$ cat src/rtl/timer_unit.sv
// Programmable 8-bit timer peripheral: prescaled counter with compare match,
// sticky match flag and a one-cycle interrupt pulse, behind a small register port.
module timer_unit #(
  parameter int ADDR_W = 3,
  parameter int DATA_W = 8
) (
  input  logic              clk,
  input  logic              rst,
  input  logic [ADDR_W-1:0] addr,
  input  logic              wr_en,
  input  logic [DATA_W-1:0] wr_data,
  output logic [DATA_W-1:0] rd_data,
  output logic              timer_interrupt
);

  localparam logic [ADDR_W-1:0] A_CTRL     = ADDR_W'(0);
  localparam logic [ADDR_W-1:0] A_PRESCALE = ADDR_W'(1);
  localparam logic [ADDR_W-1:0] A_COMPARE  = ADDR_W'(2);
  localparam logic [ADDR_W-1:0] A_COUNT    = ADDR_W'(3);
  localparam logic [ADDR_W-1:0] A_STATUS   = ADDR_W'(4);

  logic              en;
  logic              auto_reload;
  logic              irq_en;
  logic [DATA_W-1:0] prescale;
  logic [DATA_W-1:0] compare;
  logic [DATA_W-1:0] count;
  logic [DATA_W-1:0] psc;
  logic              status;

  logic wr_ctrl, wr_psc, wr_cmp, wr_cnt, wr_sts;
  logic tick, match;

  always_comb begin
    wr_ctrl = wr_en && (addr == A_CTRL);
    wr_psc  = wr_en && (addr == A_PRESCALE);
    wr_cmp  = wr_en && (addr == A_COMPARE);
    wr_cnt  = wr_en && (addr == A_COUNT);
    wr_sts  = wr_en && (addr == A_STATUS);
    // A tick coinciding with a PRESCALE/COUNT write, or a CTRL write that
    // clears en, is dropped entirely: no increment, no match, no pulse.
    tick    = en && (psc == prescale) && !wr_psc && !wr_cnt
              && !(wr_ctrl && !wr_data[0]);
    match   = tick && (count == compare);
  end

  always_ff @(posedge clk) begin
    if (rst) begin
      en              <= 1'b0;
      auto_reload     <= 1'b0;
      irq_en          <= 1'b0;
      prescale        <= '0;
      compare         <= '1;
      count           <= '0;
      psc             <= '0;
      status          <= 1'b0;
      timer_interrupt <= 1'b0;
    end else begin
      timer_interrupt <= match && irq_en;

      if (wr_psc || wr_cnt || !en || (psc == prescale)) begin
        psc <= '0;
      end else begin
        psc <= psc + DATA_W'(1);
      end

      if (wr_ctrl) begin
        {irq_en, auto_reload, en} <= wr_data[2:0];
      end else if (match && !auto_reload) begin
        en <= 1'b0;
      end

      if (wr_psc) prescale <= wr_data;
      if (wr_cmp) compare  <= wr_data;

      if (wr_cnt) begin
        count <= wr_data;
      end else if (tick) begin
        if (match) begin
          if (auto_reload) count <= '0;
        end else begin
          count <= count + DATA_W'(1);
        end
      end

      if (match) begin
        status <= 1'b1;
      end else if (wr_sts && wr_data[0]) begin
        status <= 1'b0;
      end
    end
  end

  always_comb begin
    rd_data = '0;
    case (addr)
      A_CTRL:     rd_data[2:0] = {irq_en, auto_reload, en};
      A_PRESCALE: rd_data = prescale;
      A_COMPARE:  rd_data = compare;
      A_COUNT:    rd_data = count;
      A_STATUS:   rd_data[0] = status;
      default:    rd_data = '0;
    endcase
  end

endmodule
$ cat config.mk
export PLATFORM = sky130hd
export DESIGN_NAME = timer_unit
export DESIGN_NICKNAME = d
export VERILOG_FILES = /design/src/rtl/timer_unit.sv
export SDC_FILE = /design/constraint.sdc
export NUM_CORES = 1
export LEC_CHECK = 0
export ABC_AREA = 1
export BUFFER_PORTS_ARGS = -buffer_cell sky130_fd_sc_hd__buf_2
export CAP_MARGIN = 5
export CORE_ASPECT_RATIO = 0.75
export CORE_UTILIZATION = 53
export DETAILED_ROUTE_END_ITERATION = 6
export PLACE_DENSITY = 0.72
export SYNTH_ARGS = -nofsm -noshare
export SYNTH_HDL_FRONTEND = slang
export SYNTH_SLANG_ARGS = --single-unit
export TNS_END_PERCENT = 5
$ cat constraint.sdc
create_clock -name clk -period 1.3 [get_ports clk]
set_clock_uncertainty 0.05 [all_clocks]
set_input_delay 0.13 -clock clk [delete_from_list [all_inputs] [get_ports clk]]
set_output_delay 0.13 -clock clk [all_outputs]
set_load 0.05 [all_outputs]
==> results of run 1 <==
==> per-stage QoR <==
| stage | total power [µW] | area (µm²) |
|---|---|---|
| 2_1_floorplan | 1550 | 2430 |
| 3_3_place_gp | 1750 | 3090 |
| 3_5_place_dp | 1760 | 3090 |
| 4_1_cts | 2640 | 3370 |
| 5_1_grt | 2800 | 3550 |
| 6_report | 2700 | 3550 |
==> cell usage in the layout (no fill, tap or decap), types with 4 or more instances in the layout <==
| cell type | count |
|---|---|
| a21oi_1 | 16 |
| a22oi_2 | 4 |
| buf_2 | 13 |
| buf_4 | 65 |
| buf_6 | 15 |
| clkbuf_8 | 6 |
| dfxtp_1 | 10 |
| dfxtp_2 | 19 |
| dfxtp_4 | 8 |
| inv_1 | 38 |
| inv_2 | 20 |
| nand2_1 | 103 |
| nand2_2 | 16 |
| nand3_1 | 12 |
| nand3_2 | 6 |
| nand4_1 | 6 |
| nor2_1 | 27 |
| nor2_2 | 11 |
| nor2_4 | 8 |
| nor3_1 | 5 |
| o211ai_1 | 8 |
| o21ai_0 | 10 |
| o21ai_1 | 4 |
| o21ai_2 | 5 |
| xor2_1 | 5 |
==> logic make-up (layout without fill, tap and decap cells) <==
group                    Yosys count  after routing  share of synthesized area
AO/OA/AOI/OAI                     58             58                      0.151
XOR/XNOR                           8              8                     0.0289
buffers and inverters             66            163                      0.116
flip-flops                        37             37                      0.305
adder cells (fa/ha/maj)            2              2                     0.0103
AND/OR/NAND/NOR                  203            204                      0.389
==> power groups by stage <==
stage               logic [µW]  registers [µW]  clock network, µW
floorplan                  324            1220                  0
global route               694            1210                900
detailed placement         532            1230                  0
CTS                        591            1210                841
global placement           523            1230                  0
finish                     653            1200                846
==> timing repair <==
item	CTS	global route
setup buffers	3	6
gates cloned	0	1
gates resized for setup	62	43
pin swaps	15	19
setup endpoints to repair	27	27
==> sequential cells by signal, summed over array words and instances (netlist names) <==
register	flops
prescale	8
status	1
en	1
psc	8
compare	8
count	8
timer_interrupt	1
irq_en	1
auto_reload	1
==> cell type report <==
| type | instances | area share |
|---|---|---|
| clock buffers | 7 | 0.0243 |
| inverters | 60 | 0.0651 |
| well taps | 55 | 0.0194 |
| flip-flops and latches | 37 | 0.224 |
| multi-input cells | 272 | 0.448 |
| repair buffers | 96 | 0.220 |
==> worst paths after layout <==
path,from,to,cells past startpoint
worst max-delay path,psc[1],en,9
worst min-delay path,wr_data[7],compare[7],3
worst max register to register,psc[1],en,9
worst min register to register,status,status,2
==> layer usage <==
layer  global-route usage  vias up
met4                0.130        0
met2                0.548      136
met5                    0        -
met3               0.0737       28
li1                     -     1398
met1                0.408     1289
==> critical path: stages, from the launching register on <==
cell and delay, ns:
dfxtp_2 0.36, inv_1 0.07, nand2_1 0.10, nand2_1 0.06, nor2_1 0.13, nand2_1 0.10
nor2_4 0.21, nand3_2 0.16, o21ai_1 0.24, a21oi_1 0.13
==> results.sh, run 1 <==
export IMPL_finalHoldViolCount=0
export IMPL_vias=2851
export IMPL_power_switching_share=0.314
export IMPL_synth_area_um2=2420
export IMPL_leakage_uw=0.00171
export IMPL_synth_enable_flop_cells=0
export IMPL_required_ns=1.42
export IMPL_clk_latency_ns=0.30
export IMPL_relSlewSlack=0.788
export IMPL_max_clock_path_buffers=2
export IMPL_drv_cap=0
export IMPL_die_x_um=80.1
export IMPL_antenna_cells=0
export IMPL_fillCellCount=259
export IMPL_core_area_um2=4200
export IMPL_cts_buffers=5
export IMPL_instances_no_fill=527
export IMPL_antenna_found_initial=0
export IMPL_layout_min_cycle_time_ns=1.73
export IMPL_cts_tree="done"
export IMPL_synth_top_area_share=0.305
export IMPL_wl_mm=7.88
export IMPL_worstMarginPinSlew_ns=0.318
export IMPL_synth_nets=390
export IMPL_ios=23
export IMPL_ir_drop_mv=0.587
export IMPL_holdBufCountCts=0
export IMPL_rsz0062_at_grt="true"
export IMPL_synthCells=374
export IMPL_p_int_uw=1850
export IMPL_drv_slew=0
export IMPL_holdCritPathClass="in2reg"
export IMPL_rows=20
export IMPL_seq_area_um2=795
export IMPL_hold_slack_ns=0.00791
export IMPL_wl_met2_mm=3.64
export IMPL_cp_end_kind="flop"
export IMPL_pre_cts_slack_ns=-0.342
export IMPL_clkPwrFrac=0.313
export IMPL_post_synth_top_count_cell="nand2_1"
export IMPL_grt_use_total=0.324
export IMPL_synth_area_top_cells="dfxtp_1 (31%), nand2_1 (18%), inv_1 (6.2%)"
export IMPL_avgSynthCellArea_um2=6.48
export IMPL_wl_met1_mm=3.51
export IMPL_dr_first_iter_drc_count=235
export IMPL_power_density_nw_per_um2=760
export IMPL_cts_root_buf="clkbuf_8"
export IMPL_layout_drive_gt1_share=0.460
export IMPL_clock_sinks=37
export IMPL_top_layer="met4"
export IMPL_status="complete, but fails checks"
export IMPL_wl_per_cell_um=15.0
export IMPL_yosysTopAreaCell="dfxtp_1"
export IMPL_path_clk_slew_ns=0.07
export IMPL_grt_pass1_vias=2542
export IMPL_fin_nets=488
export IMPL_ant_nets=0
export IMPL_setup_tns_ns=-4.42
export IMPL_multiInputGateArea_um2=1590
export IMPL_dp_cells=510
export IMPL_layout_setup_ws_ns=-0.433
export IMPL_area_growth_syn_to_layout_pct=46.5
export IMPL_die_area_um2=4850
export IMPL_path_class="reg2reg"
export IMPL_ys_async_sr_fraction=0
export IMPL_grt_max_degree=14
export IMPL_cp_start_kind="flop"
export IMPL_synthTopCellsByCount="nand2_1 (117), inv_1 (40), dfxtp_1 (37)"
export IMPL_r2r_slack_ns=-0.43
export IMPL_grt_overflow=0
export IMPL_grt_pass1_wl_mm=11.6
export IMPL_gp_congestion=0.942
export IMPL_p_comb_frac=0.242
export IMPL_io_buffers=22
export IMPL_cts_max_level=2
export IMPL_place_hpwl_mm=5.24
export IMPL_seq_area_frac_synth=0.305
export IMPL_vias_per_cell=5.41
export IMPL_synth_seq_cells=37
export IMPL_pwr_share_seq=0.445
export IMPL_initial_utilization=0.577
export IMPL_failed_checks="setup timing"
export IMPL_dr_pass1_iters=6
export IMPL_drc=0
export IMPL_final_util=0.845
export IMPL_synth_main_ff_cell="dfxtp_1"
export IMPL_routed_wl_met3_um=513
export IMPL_worstPathMaxFanout=5
export IMPL_max_freq_ghz=0.577
export IMPL_switchingPower_uw=847
export IMPL_yosys_warnings=0
export IMPL_die_h_um=60.6
export IMPL_synth_cell_types=38
export IMPL_critical_path_arrival_ns=1.85
export IMPL_setup_viol=25
export IMPL_fin_crit_sh=1.33
(Power assumes the default switching activity.)
==> inputs of run 2 (changes only) <==
PLACE_DENSITY = 0.79   (was 0.72)
==> results.sh, run 2 (same netlist as run 1, synthesis figures left out) <==
export IMPL_ios=23
export IMPL_power_density_nw_per_um2=873
export IMPL_area_growth_syn_to_layout_pct=46.1
export IMPL_dr_pass1_iters=5
export IMPL_vias_per_cell=5.56
export IMPL_clk_latency_ns=0.30
export IMPL_rows=20
export IMPL_drc=0
export IMPL_crit_buf_inv=2
export IMPL_max_freq_ghz=0.604
export IMPL_core_area_um2=4200
export IMPL_cts_max_level=2
export IMPL_worstPathMaxFanout=5
export IMPL_die_x_um=80.1
export IMPL_final_cell_mix="nand2_1 (112), buf_4 (61), inv_1 (36)"
export IMPL_slowest_stage="dfxtp_4"
export IMPL_cts_buffers=5
export IMPL_worstMarginPinSlew_ns=0.353
export IMPL_layout_commonest_cell="nand2_1"
export IMPL_die_h_um=60.6
export IMPL_failed_checks="setup timing"
export IMPL_r2r_start="count[0]"
export IMPL_place_hpwl_mm=5.26
export IMPL_initial_utilization=0.577
export IMPL_setup_tns_ns=-4.37
export IMPL_wl_per_cell_um=15.3
export IMPL_clock_sinks=37
export IMPL_finalHoldViolCount=0
export IMPL_dr_first_iter_drc_count=303
export IMPL_fin_crit_sh=1.27
export IMPL_worstHoldStart="wr_data[7]"
export IMPL_die_area_um2=4850
export IMPL_grt_pass1_vias=2697
export IMPL_fillCellCount=257
export IMPL_cts_tree="done"
export IMPL_ir_drop_mv=0.687
export IMPL_fin_nets=485
export IMPL_layout_drive_gt1_share=0.445
export IMPL_holdCritPathClass="in2reg"
export IMPL_cts_root_buf="clkbuf_8"
export IMPL_path_class="reg2reg"
export IMPL_relSlewSlack=0.763
export IMPL_antenna_cells=0
export IMPL_cp_start_kind="flop"
export IMPL_layout_setup_ws_ns=-0.355
export IMPL_cp_end_kind="flop"
export IMPL_setup_viol=26
export IMPL_placedInstanceArea_um2=3070
export IMPL_grt_use_total=0.348
export IMPL_critPathMaxStageDelay_ns=0.36
export IMPL_gp_congestion=1.00
export IMPL_io_buffers=22
export IMPL_path_clk_slew_ns=0.08
export IMPL_design_area_um2=3540
export IMPL_grt_max_degree=20
export IMPL_ant_nets=0
export IMPL_grt_pass1_wl_mm=12.6
export IMPL_grt_overflow=0
export IMPL_status="complete, but fails checks"
export IMPL_critical_path_top_delay_family="simple AND/OR/NAND/NOR gates"
export IMPL_antenna_found_initial=0
export IMPL_crit_path_cell_trace="inv_2 > buf_4 > nand2_1 > nand2_1 > nor2_1 > nand2_1 > nor2_4 > a21oi_4 > nor2_4 > nor2_1 > nor2_1"
export IMPL_vias=2920
export IMPL_required_ns=1.47
export IMPL_max_clock_path_buffers=2
export IMPL_worstSetupStartpoint="count[0]"
export IMPL_layout_min_cycle_time_ns=1.66
export IMPL_critical_path_arrival_ns=1.82
export IMPL_leakage_uw=0.00171
export IMPL_drv_cap=0
export IMPL_wl_mm=8.03
export IMPL_rsz0062_at_grt="true"
export IMPL_drv_slew=0
[run 2: path summary, 6_finish.rpt]
check | cells past startpoint | to | slack (ns)
worst min register to register | 2 | status | 0.46
worst max-delay path | 11 | count[5] | -0.36
worst max register to register | 11 | count[5] | -0.36
worst min-delay path | 3 | compare[7] | 0.02
[run 2: final cells by class]
type / instances / area, µm² / share of cell area
clock inverters: 3 / 65.1 / 0.0184
multi-input cells: 272 / 1570 / 0.444
flip-flops and latches: 37 / 781 / 0.220
inverters: 60 / 231 / 0.0653
clock buffers: 5 / 68.8 / 0.0194
well taps: 55 / 68.8 / 0.0194
repair buffers: 93 / 754 / 0.213
[run 2: timing repair]
action	4_1_cts	5_1_grt
buffers inserted	6	1
pin swaps	11	13
gates cloned	1	0
endpoints found under the setup margin	27	27
resized for setup	60	34
hold buffers	0	0
[run 2: worst reg2reg max path: cells and delay by family, from the launching register on]
family	cells	cell delay, ns
and+or+nand+nor	8	0.87
DFF	1	0.36
AOI/OAI and AO/OA	1	0.11
buffers and inverters	2	0.17
[run 2: per-stage QoR]
| stage | hold WS, ns | setup WS (ns) | utilization | instances | power, µW |
|---|---|---|---|---|---|
| global route | 0.0482 | -0.411 | 0.843 | 525 | 3170 |
| CTS | 0.0285 | -0.258 | 0.817 | 524 | 3030 |
| finish | 0.0233 | -0.355 | 0.843 | 525 | 3090 |
| floorplan | 0.149 | -0.185 | - | 374 | 1550 |
| global placement | 0.320 | -0.346 | 0.729 | 509 | 1750 |
| detailed placement | 0.338 | -0.360 | 0.729 | 509 | 1760 |
[run 2: routing by layer]
| layer | part of all wire | track usage | vias to the layer above |
|---|---|---|---|
| li1 | - | - | 1388 |
| met1 | 0.41 | 0.445 | 1323 |
| met2 | 0.47 | 0.611 | 170 |
| met3 | 0.096 | 0.0556 | 39 |
| met4 | 0.027 | 0.115 | 0 |
| met5 | 0 | 0 | - |
[run 2: power breakdown]
part	switching, µW	total (µW)	leakage, µW	internal (µW)
registers	40.6	1210	0.000307	1170
clock network	467	1230	0.0000681	763
logic	385	651	0.00134	266
total	892	3090	0.00171	2200
